[config.mk]
export PLATFORM = sky130hd
export DESIGN_NAME = fc_layer_scheduler
export DESIGN_NICKNAME = d
export VERILOG_FILES = /design/src/rtl/fc_layer_scheduler.sv
export SDC_FILE = /design/constraint.sdc
export NUM_CORES = 1
export LEC_CHECK = 0
export CORE_UTILIZATION = 35
export CTS_CLUSTER_DIAMETER = 40
export DETAILED_ROUTE_END_ITERATION = 10
export GPL_ROUTABILITY_DRIVEN = 0
export GPL_TIMING_DRIVEN = 1
export PLACE_DENSITY_LB_ADDON = 0.12
export SLEW_MARGIN = 30
export SYNTH_ARGS = -nofsm -noshare
export SYNTH_HDL_FRONTEND = slang
export SYNTH_SLANG_ARGS = --single-unit
[constraint.sdc]
create_clock -name clk -period 6.45 [get_ports clk]
set_input_delay 0.9675 -clock clk [delete_from_list [all_inputs] [get_ports clk]]
set_output_delay 0.9675 -clock clk [all_outputs]
set_load 0.05 [all_outputs]
[src/rtl/fc_layer_scheduler.sv]
// fc_layer_scheduler: steps the FC engine through up to MAX_LAYERS table entries.
// Ports:
//   clk, rst (async, active-low)
//   cfg_*      : layer table write port (honoured only in IDLE or ERROR)
//   run, run_layers, abort : chain control
//   busy, done, error, cur_layer : chain status
//   fc_start, fc_finish, fc_in, fc_out, weight_base, bias_base, bank_sel : engine side
module fc_layer_scheduler #(
  parameter int ADDR_WIDTH = 16,
  parameter int MAX_LAYERS = 4,
  parameter int TIMEOUT    = 65535
) (
  input  logic                  clk,
  input  logic                  rst,
  input  logic                  cfg_we,
  input  logic [1:0]            cfg_idx,
  input  logic [7:0]            cfg_fc_in,
  input  logic [7:0]            cfg_fc_out,
  input  logic [ADDR_WIDTH-1:0] cfg_w_base,
  input  logic [ADDR_WIDTH-1:0] cfg_b_base,
  input  logic                  run,
  input  logic [2:0]            run_layers,
  input  logic                  abort,
  output logic                  busy,
  output logic                  done,
  output logic                  error,
  output logic [1:0]            cur_layer,
  output logic                  fc_start,
  input  logic                  fc_finish,
  output logic [7:0]            fc_in,
  output logic [7:0]            fc_out,
  output logic [ADDR_WIDTH-1:0] weight_base,
  output logic [ADDR_WIDTH-1:0] bias_base,
  output logic                  bank_sel
);

  typedef enum logic [2:0] {
    S_IDLE,
    S_LAUNCH,
    S_WAIT_LOW,
    S_WAIT_HIGH,
    S_NEXT,
    S_DONE,
    S_ERROR
  } state_t;

  localparam logic [15:0] WD_LAST = 16'(TIMEOUT - 1);

  state_t state, state_d;

  logic [7:0]            t_in [MAX_LAYERS];
  logic [7:0]            t_out[MAX_LAYERS];
  logic [ADDR_WIDTH-1:0] t_wb [MAX_LAYERS];
  logic [ADDR_WIDTH-1:0] t_bb [MAX_LAYERS];

  logic [15:0]           wd, wd_d;
  logic [2:0]            n_q, n_d;
  logic                  busy_d, done_d, error_d, start_d, bank_d;
  logic [1:0]            cur_d;
  logic [7:0]            in_d, out_d;
  logic [ADDR_WIDTH-1:0] wb_d, bb_d;
  logic                  run_ok, last;

  assign run_ok = run && !abort &&
                  (run_layers != 3'd0) &&
                  (run_layers <= 3'(MAX_LAYERS));
  assign last   = ({1'b0, cur_layer} == (n_q - 3'd1));

  always_comb begin
    state_d = state;
    busy_d  = busy;
    done_d  = 1'b0;
    error_d = error;
    start_d = 1'b0;
    cur_d   = cur_layer;
    bank_d  = bank_sel;
    in_d    = fc_in;
    out_d   = fc_out;
    wb_d    = weight_base;
    bb_d    = bias_base;
    wd_d    = wd;
    n_d     = n_q;
    if (abort && state != S_IDLE) begin
      // abort outranks every other transition, watchdog included
      state_d = S_IDLE;
      busy_d  = 1'b0;
      error_d = 1'b0;
      cur_d   = '0;
      bank_d  = 1'b0;
      in_d    = '0;
      out_d   = '0;
      wb_d    = '0;
      bb_d    = '0;
    end else begin
      unique case (state)
        S_IDLE: begin
          if (run_ok) begin
            state_d = S_LAUNCH;
            busy_d  = 1'b1;
            cur_d   = '0;
            bank_d  = 1'b0;
            n_d     = run_layers;
          end
        end
        S_LAUNCH: begin
          in_d    = t_in[cur_layer];
          out_d   = t_out[cur_layer];
          wb_d    = t_wb[cur_layer];
          bb_d    = t_bb[cur_layer];
          start_d = 1'b1;
          wd_d    = '0;
          state_d = S_WAIT_LOW;
        end
        S_WAIT_LOW: begin
          // fc_finish is high before launch; only its drop means "started"
          if (!fc_finish) begin
            state_d = S_WAIT_HIGH;
            wd_d    = '0;
          end else if (wd == WD_LAST) begin
            state_d = S_ERROR;
            error_d = 1'b1;
            busy_d  = 1'b0;
          end else begin
            wd_d = wd + 16'd1;
          end
        end
        S_WAIT_HIGH: begin
          if (fc_finish) begin
            state_d = S_NEXT;
          end else if (wd == WD_LAST) begin
            state_d = S_ERROR;
            error_d = 1'b1;
            busy_d  = 1'b0;
          end else begin
            wd_d = wd + 16'd1;
          end
        end
        S_NEXT: begin
          if (last) begin
            state_d = S_DONE;
            done_d  = 1'b1;
            busy_d  = 1'b0;
          end else begin
            state_d = S_LAUNCH;
            cur_d   = cur_layer + 2'd1;
            bank_d  = ~bank_sel;
          end
        end
        S_DONE:  state_d = S_IDLE;
        S_ERROR: state_d = S_ERROR;
        default: state_d = S_IDLE;
      endcase
    end
  end

  always_ff @(posedge clk or negedge rst) begin
    if (!rst) begin
      state       <= S_IDLE;
      busy        <= 1'b0;
      done        <= 1'b0;
      error       <= 1'b0;
      fc_start    <= 1'b0;
      cur_layer   <= '0;
      bank_sel    <= 1'b0;
      fc_in       <= '0;
      fc_out      <= '0;
      weight_base <= '0;
      bias_base   <= '0;
      wd          <= '0;
      n_q         <= '0;
    end else begin
      state       <= state_d;
      busy        <= busy_d;
      done        <= done_d;
      error       <= error_d;
      fc_start    <= start_d;
      cur_layer   <= cur_d;
      bank_sel    <= bank_d;
      fc_in       <= in_d;
      fc_out      <= out_d;
      weight_base <= wb_d;
      bias_base   <= bb_d;
      wd          <= wd_d;
      n_q         <= n_d;
    end
  end

  // table survives reset so a chain can be rerun without reprogramming
  always_ff @(posedge clk) begin
    if (cfg_we && (state == S_IDLE || state == S_ERROR)) begin
      t_in[cfg_idx]  <= cfg_fc_in;
      t_out[cfg_idx] <= cfg_fc_out;
      t_wb[cfg_idx]  <= cfg_w_base;
      t_bb[cfg_idx]  <= cfg_b_base;
    end
  end

endmodule
==> impl_metrics.json, run 1 <==
{
  "htree_levels": 2,
  "path_clk_slew_ps": 50,
  "grt_overflow_total": 0,
  "clockBufferDepth": 3,
  "required_ps": 5480,
  "critPathMaxFanout": 24,
  "cts_root_buffer": "clkbuf_16",
  "die_h_um": 173,
  "start_util": 0.356,
  "yosysTopAreaCell": "edfxtp_1",
  "cpPeakStageDelay_ps": 890,
  "dr.pass1.iters": 4,
  "yosysTopAreaCellShare": 0.563,
  "cts_buffers": 40,
  "ir_drop_mv": 0.182,
  "core_area_sq_um": 28800,
  "path_class": "flip-flop to primary output",
  "grt_max_degree": 51,
  "cp-start-kind": "flip-flop",
  "area_growth_pct": 29.9,
  "final-setup-viol-count": 0,
  "antenna_found_initial": 0,
  "final-hold-violation-count": 0,
  "num-nets-final": 740,
  "fin_crit_ps": 3100,
  "vias": 5480,
  "cp_cell_sequence": "clkdlybuf4s50_1",
  "dieArea_sq_um": 30000,
  "hold_path_class": "input port to async pin",
  "cts_hold_buf": 0,
  "synth_edf_count": 192,
  "ys_async_sr_fraction": 0.286,
  "power_w": 0.00514,
  "ant_nets": 0,
  "drv_slew": 0,
  "slew_headroom": 0.469,
  "cp_top_family": "buffers and inverters",
  "wl_um": 21700,
  "cp.arrival_ps": 2140,
  "wire_per_inst_um": 19.9,
  "diodes": 0,
  "max_freq_mhz": 322,
  "synth_ff_type": "edfxtp_1",
  "rows": 62,
  "drt_iter0_markers": 287,
  "timing.final.crit_share": 0.481,
  "nFillCells": 2490,
  "fp.dieW_um": 173,
  "max_cap_violations": 0,
  "cts_tree": "done",
  "vias_per_cell": 5.01,
  "synth_fp_nets": 602,
  "critPathBufInv": 1,
  "syn_area_sq_um": 10200,
  "rsz0062_at_grt": "false",
  "cellLeakagePower_nw": 4.67,
  "cts_setup_buffers": 0,
  "synth_cell_types": 45,
  "synthCells": 540,
  "cts.repair.resized": 0,
  "drive_above_1_share": 0.203,
  "syn_avg_cell_area_sq_um": 19.0,
  "grt_first_pass_wirelength_um": 34400,
  "hpwl_um": 13000,
  "synth_warnings": 0,
  "power_density_nw_per_um2": 387,
  "ys_seq_area_frac": 0.751,
  "outcome": "complete, no violations",
  "clk_latency_ps": 520,
  "tns_ps": 0,
  "fin_worst_skew_ps": 15.7,
  "endpoint_kind": "primary output",
  "cpMaxStageDelayCell": "clkdlybuf4s50_1",
  "grt_pass1_vias": 5929,
  "portBuffers": 113,
  "tightest_slew_ps": 796,
  "grt_util_all_layers": 0.150,
  "pin_count": 114,
  "cts.sinks": 269,
  "synth_seq_cells": 269,
  "synthTopCellsByArea": "edfxtp_1 (56%), dfrtp_1 (19%), mux4_2 (11%)",
  "drc_errors": 0
}
where the power goes:
group          total, W  internal, W  switching (W)
clock           0.00220      0.00143       0.000778
combinational  0.000838     0.000306       0.000532
sequential      0.00210      0.00202      0.0000823
state kept, by name, summed over array words and instances, names as in the netlist, 2 cells and up:
register and flops:
state 3, cur_layer 2, fc_in 8, n_q 3
t_bb 64, wd 16, bias_base 16, weight_base 16
t_in 32, t_out 32, t_wb 64, fc_out 8
layout by cell type, fill, tap and decap left out, types with 2 or more instances in the layout:
cell,n
mux4_2,48
clkbuf_16,42
dfrtp_1,75
or3_1,5
bufinv_16,5
nand3_1,5
clkinv_1,3
clkinvlp_4,5
clkinv_4,4
nor3_1,10
nor2_4,2
buf_16,2
edfxtp_1,192
nand4_1,6
a21oi_1,5
and3_1,2
inv_6,3
xnor2_1,14
nand2_1,12
mux2_2,4
buf_4,12
clkdlybuf4s50_1,112
and4_1,2
a31oi_1,3
clkbuf_8,2
nor2b_1,3
inv_1,7
clkinv_2,3
a22o_1,48
nor4_1,2
ha_1,3
nor2_1,23
xor2_1,2
clkbuf_1,5
nor4b_1,4
o21ai_0,8
metrics by stage:
stage               utilization  instances  hold WS, ps  worst slack (ps)  area, sq um
floorplan                     -        540          479               970        10200
global placement          0.412       1018          489              2580        11900
detailed placement        0.413       1019          491              2600        11900
CTS                       0.461       1093          433              3150        13300
global route              0.462       1094          461              3240        13300
finish                    0.462       1094          426              3350        13300
final timing paths:
| check | startpoint | endpoint | slack [ps] | depth (start not counted) |
|---|---|---|---|---|
| setup reg to reg | state[2]$_DFFE_PN0P_ | t_wb[1][13]$_DFFE_PP_ | 3740 | 6 |
| hold reg to reg | fc_out[7]$_DFFE_PN0P_ | fc_out[7]$_DFFE_PN0P_ | 500 | 1 |
| setup / recovery | cur_layer[0]$_DFFE_PN0P_ | cur_layer[0] | 3350 | 1 |
| max in group asynchronous | rst | cur_layer[0]$_DFFE_PN0P_ | 5030 | 2 |
| hold / removal | rst | wd[7]$_DFFE_PN0P_ | 430 | 1 |
| min in group clk | fc_out[7]$_DFFE_PN0P_ | fc_out[7]$_DFFE_PN0P_ | 500 | 1 |
synth_stat cells, types with 2 or more instances:
| master | count |
|---|---|
| a21oi_1 | 5 |
| a22o_1 | 48 |
| a31oi_1 | 3 |
| and3_1 | 3 |
| and4_1 | 2 |
| buf_1 | 3 |
| buf_2 | 13 |
| clkbuf_1 | 14 |
| dfrtp_1 | 77 |
| edfxtp_1 | 192 |
| ha_1 | 3 |
| inv_1 | 7 |
| mux2_2 | 4 |
| mux2i_1 | 2 |
| mux4_2 | 48 |
| nand2_1 | 12 |
| nand3_1 | 5 |
| nand4_1 | 6 |
| nor2_1 | 25 |
| nor2b_1 | 3 |
| nor3_1 | 10 |
| nor3b_1 | 2 |
| nor4_1 | 2 |
| nor4b_1 | 5 |
| o21ai_0 | 8 |
| or3_1 | 5 |
| xnor2_1 | 14 |
| xor2_1 | 2 |
kinds of logic (layout without fill, tap and decap cells):
kind of cell | after synthesis | count (layout) | share of synthesized area
AND/OR/NAND/NOR | 85 | 85 | 0.0452
flip-flops | 269 | 269 | 0.751
buffers and inverters | 37 | 207 | 0.0151
AO/OA/AOI/OAI | 75 | 75 | 0.0585
multiplexers | 54 | 54 | 0.112
XOR/XNOR | 16 | 16 | 0.0137
adder cells (fa/ha/maj) | 4 | 4 | 0.00464
layer usage:
metal | GRT usage | vias to the layer above | part of all wire
met5 | 0 | - | 0
met4 | 0.0468 | 0 | 0.018
met3 | 0.0350 | 31 | 0.048
met2 | 0.248 | 142 | 0.49
met1 | 0.197 | 2839 | 0.44
li1 | - | 2468 | -
cell type report:
cell class                 count  area [sq um]  area share
clock buffer                  49          1100      0.0825
clock inverter                25           303      0.0228
inverter                       7          26.3     0.00197
multi-input combinational    234          2440       0.183
sequential                   269          7700       0.578
tap                          384           480      0.0361
timing repair buffer         126          1270      0.0952
No activity file was read; power rests on OpenSTA's default activity.
==> run 2, diff against run 1 <==
clock period = 2.83 ns   (was 6.45 ns; I/O delays follow)
==> run 2 against run 1 <==
  * Sequential power is 130% higher
  * Register-to-register slack worse by 3300 ps
  * Hold slack better by 45 ps
  * Critical path depth is 4 higher
  * First-iteration DRC count is 2.1% lower
  * Clock power is 100% higher
  * Sequential share of layout area is 0.50 points higher
  * Largest cell class unchanged
  * Highest routed layer unchanged
==> impl_metrics.json, run 2 (same netlist as run 1, synthesis figures left out) <==
{
  "outcome": "complete, no violations",
  "most-common-layout-cells": "edfxtp_1 (192), clkdlybuf4s50_1 (112), dfrtp_1 (75)",
  "num-nets-final": 738,
  "hold_path_class": "input port to async pin",
  "cts_buffers": 37,
  "antenna_found_initial": 1,
  "grt_overflow_total": 0,
  "worst_slack_ps": 486,
  "reg_top3": "t_bb (64), t_wb (64)",
  "power_density_nw_per_um2": 845,
  "fin_worst_skew_ps": 12.4,
  "final-setup-viol-count": 0,
  "fin_util": 0.458,
  "cts_hold_buf": 1,
  "grt_util_all_layers": 0.146,
  "portBuffers": 113,
  "pin_count": 114,
  "grt_pass1_vias": 5763,
  "rows": 62,
  "fin_cells": 1089,
  "vias_per_cell": 5.02,
  "hpwl_um": 12600,
  "cellLeakagePower_nw": 4.60,
  "core_area_sq_um": 28800,
  "endpoint_kind": "flip-flop",
  "grt_first_pass_wirelength_um": 33500,
  "critPathMaxFanout": 26,
  "cts.repair.resized": 0,
  "start_util": 0.356,
  "required_ps": 3020,
  "drc_errors": 0,
  "fp.dieW_um": 173,
  "wl_um": 21200,
  "wire_per_inst_um": 19.5,
  "vias": 5470,
  "cts_setup_buffers": 0,
  "layout_commonest_cell": "edfxtp_1",
  "max_freq_mhz": 427,
  "crit_start": "state[2]$_DFFE_PN0P_",
  "final-hold-violation-count": 0,
  "fin_crit_ps": 2340,
  "tns_ps": 0,
  "cts.sinks": 269,
  "place_ws_ps": 455,
  "clockBufferDepth": 3,
  "timing.final.crit_share": 0.828,
  "die_h_um": 173,
  "cts_root_buffer": "clkbuf_16",
  "htree_levels": 2,
  "dr.pass1.iters": 6,
  "cp-start-kind": "flip-flop",
  "grt_max_degree": 53,
  "rsz0062_at_grt": "false",
  "r2r_start": "state[2]$_DFFE_PN0P_",
  "ant_nets": 0,
  "drv_slew": 0,
  "drt_iter0_markers": 281,
  "dieArea_sq_um": 30000,
  "max_cap_violations": 0,
  "path_class": "flip-flop to flip-flop",
  "tightest_slew_ps": 785,
  "reg2reg_depth": 5,
  "dpl.cell_count": 1020,
  "clk_latency_ps": 510,
  "ir_drop_mv": 0.426,
  "path_clk_slew_ps": 50,
  "area_growth_pct": 28.8,
  "drive_above_1_share": 0.190,
  "slew_headroom": 0.477,
  "cts_tree": "done",
  "cp.arrival_ps": 2540
}
run 2: report_power, final:
group | internal [W] | switching, W | leakage (nW)
logic | 0.000710 | 0.00122 | 1.24
registers | 0.00460 | 0.000180 | 2.78
clock network | 0.00274 | 0.00169 | 0.579
run 2: layout make-up:
| cell class | count | area (sq um) |
|---|---|---|
| inverters | 7 | 26.3 |
| diodes | 1 | 2.50 |
| multi-input cells | 234 | 2450 |
| well taps | 384 | 480 |
| clock buffers | 44 | 1000 |
| flip-flops and latches | 269 | 7700 |
| fillers | 2459 | 15600 |
| clock inverters | 23 | 195 |
| repair buffers | 127 | 1340 |
run 2: final timing paths:
check                                            end  slack, ps
setup / recovery               t_bb[3][11]$_DFFE_PP_        490
max in group asynchronous  bias_base[10]$_DFFE_PN0P_       1730
hold reg to reg             bias_base[0]$_DFFE_PN0P_        500
min in group clk            bias_base[0]$_DFFE_PN0P_        500
hold / removal                     wd[8]$_DFFE_PN0P_        470
setup reg to reg               t_bb[3][11]$_DFFE_PP_        490
run 2: per-layer routing:
layer | global-route usage | up-vias | wire length, um
met4 | 0.0479 | 0 | 465
met2 | 0.235 | 154 | 10200
met1 | 0.194 | 2822 | 9240
met5 | 0 | - | 0
met3 | 0.0354 | 39 | 1290
li1 | - | 2455 | -
run 2: per-stage QoR:
stage / hold slack (ps) / total power [W] / instance area (sq um)
6_report: 471 / 0.0111 / 13200
3_3_place_gp: 469 / 0.00677 / 12000
4_1_cts: 492 / 0.0113 / 13200
5_1_grt: 515 / 0.0116 / 13200
2_1_floorplan: 129 / 0.00603 / 10300
3_5_place_dp: 485 / 0.00680 / 12000
run 2: worst max-delay path, stage by stage (launching register included):
cell	delay, ps
dfrtp_1	530
inv_1	190
nor2_1	70
nor4b_2	490
and3_2	490
buf_12	250
==> run 3, diff against run 2 <==
clock period = 2.25 ns   (was 2.83 ns; I/O delays follow)
==> run 3 against run 2 <==
  * Via count grew 0.26%
  * Hold slack lost 67 ps
  * Clock power grew 35%
  * Design area grew 1.8%
  * Critical path depth shrank 4
  * Sequential share of layout area shrank 1.1 points
  * First-iteration DRC count shrank 8.5%
  * Register-to-register slack lost 270 ps
  * Final cell count grew 1.3%
  * Worst setup slack lost 340 ps
  * Combinational power grew 30%
  * Critical path type is now flip-flop to primary output
  * Sequential cell count is the same
==> impl_metrics.json, run 3 (same netlist as run 1, synthesis figures left out) <==
{
  "outcome": "complete, no violations",
  "hold_path_class": "input port to async pin",
  "drt_iter0_markers": 257,
  "power_density_nw_per_um2": 1080,
  "portBuffers": 113,
  "grt_pass1_vias": 5992,
  "start_util": 0.356,
  "dr_wl_met3_um": 1020,
  "cp-start-kind": "flip-flop",
  "critPathMaxFanout": 2,
  "area_growth_pct": 31.2,
  "cp_cell_sequence": "clkdlybuf4s50_1",
  "grt_util_all_layers": 0.152,
  "antenna_found_initial": 1,
  "grt_overflow_total": 0,
  "final-hold-violation-count": 0,
  "dr.pass1.iters": 4,
  "core_area_sq_um": 28800,
  "path_class": "flip-flop to primary output",
  "rows": 62,
  "grt_first_pass_wirelength_um": 34900,
  "grt_max_degree": 54,
  "vias": 5484,
  "fin_util": 0.467,
  "drv_slew": 0,
  "drc_errors": 0,
  "tightest_slew_ps": 588,
  "pin_count": 114,
  "path_clk_slew_ps": 60,
  "final-setup-viol-count": 0,
  "required_ps": 1910,
  "cts.sinks": 269,
  "wl_um": 22100,
  "max_cap_violations": 0,
  "cts_setup_buffers": 0,
  "tns_ps": 0,
  "layout_commonest_cell": "edfxtp_1",
  "fp.dieW_um": 173,
  "cellLeakagePower_nw": 4.74,
  "fin_crit_ps": 2100,
  "dieArea_sq_um": 30000,
  "num-nets-final": 751,
  "fin_worst_skew_ps": 19.1,
  "cts_tree": "done",
  "wl_met1_um": 10300,
  "hold_slack_ps": 404,
  "cts_buffers": 38,
  "drive_above_1_share": 0.211,
  "clockBufferDepth": 3,
  "reg_top3": "t_bb (64), t_wb (64)",
  "htree_levels": 2,
  "cpPeakStageDelay_ps": 840,
  "most-common-layout-cells": "edfxtp_1 (192), clkdlybuf4s50_1 (110), dfrtp_1 (75)",
  "slew_headroom": 0.607,
  "die_h_um": 173,
  "wire_per_inst_um": 20.0,
  "place_ws_ps": 113,
  "max_freq_mhz": 475,
  "cts_root_buffer": "clkbuf_16",
  "cts.repair.resized": 0,
  "ir_drop_mv": 0.535,
  "worst_slack_ps": 145,
  "vias_per_cell": 4.97,
  "endpoint_kind": "primary output",
  "power_w": 0.0145,
  "hpwl_um": 12800,
  "cp.arrival_ps": 1770,
  "met2_length_um": 10400,
  "cp_top_family": "buffers and inverters",
  "rsz0062_at_grt": "false",
  "diodes": 0,
  "timing.final.crit_share": 0.936,
  "cpMaxStageDelayCell": "clkdlybuf4s50_1",
  "critPathBufInv": 1,
  "ant_nets": 0,
  "clk_latency_ps": 520,
  "top_layer_used": "met5"
}
run 3: changes by cell type in the layout (fill, tap and decap cells not counted), sizes merged:
cell           previous run  this run
buf                      14        28
bufinv                    2         5
clkbuf                   44        56
clkdlybuf4s50           112       110
clkinv                   12         6
clkinvlp                  3         1
diode                     1         0
inv                      13         9
run 3: cell type report:
cell class,instances,area [sq um]
fillers,2455,15300
flip-flops and latches,269,7700
multi-input cells,234,2460
repair buffers,139,1470
clock buffers,56,1080
well taps,384,480
clock inverters,14,216
inverters,7,26.3
run 3: report_power, final:
| group | internal (W) | switching [W] |
|---|---|---|
| Sequential | 0.00579 | 0.000232 |
| Clock | 0.00390 | 0.00208 |
| Combinational | 0.000940 | 0.00158 |
run 3: per-layer routing:
| layer | up-vias | track usage |
|---|---|---|
| li1 | 2487 | - |
| met1 | 2847 | 0.206 |
| met2 | 114 | 0.242 |
| met3 | 34 | 0.0383 |
| met4 | 2 | 0.0461 |
| met5 | - | 0 |
run 3: per-stage QoR:
step	instance area, sq um	cells
after floorplan	10300	540
after global placement	12100	1032
after detailed placement	12100	1032
after CTS	13400	1103
after global routing	13400	1103
final	13400	1103
run 3: worst paths after layout:
check,from,endpoint,slack (ps),cells after the start
min in group clk,cfg_fc_in[1],t_in[3][1]$_DFFE_PP_,450,1
max in group asynchronous,rst,fc_out[4]$_DFFE_PN0P_,1200,3
hold / removal,rst,bias_base[12]$_DFFE_PN0P_,400,2
hold reg to reg,fc_out[6]$_DFFE_PN0P_,fc_out[6]$_DFFE_PN0P_,500,1
setup reg to reg,state[2]$_DFFE_PN0P_,t_bb[0][5]$_DFFE_PP_,220,4
setup / recovery,weight_base[8]$_DFFE_PN0P_,weight_base[8],150,1
run 3: timing repair:
item | 4_1_cts | 5_1_grt
hold buffers | 1 | 0
endpoints found under the setup margin | 0 | 0
hold endpoints to repair | 34 | 0
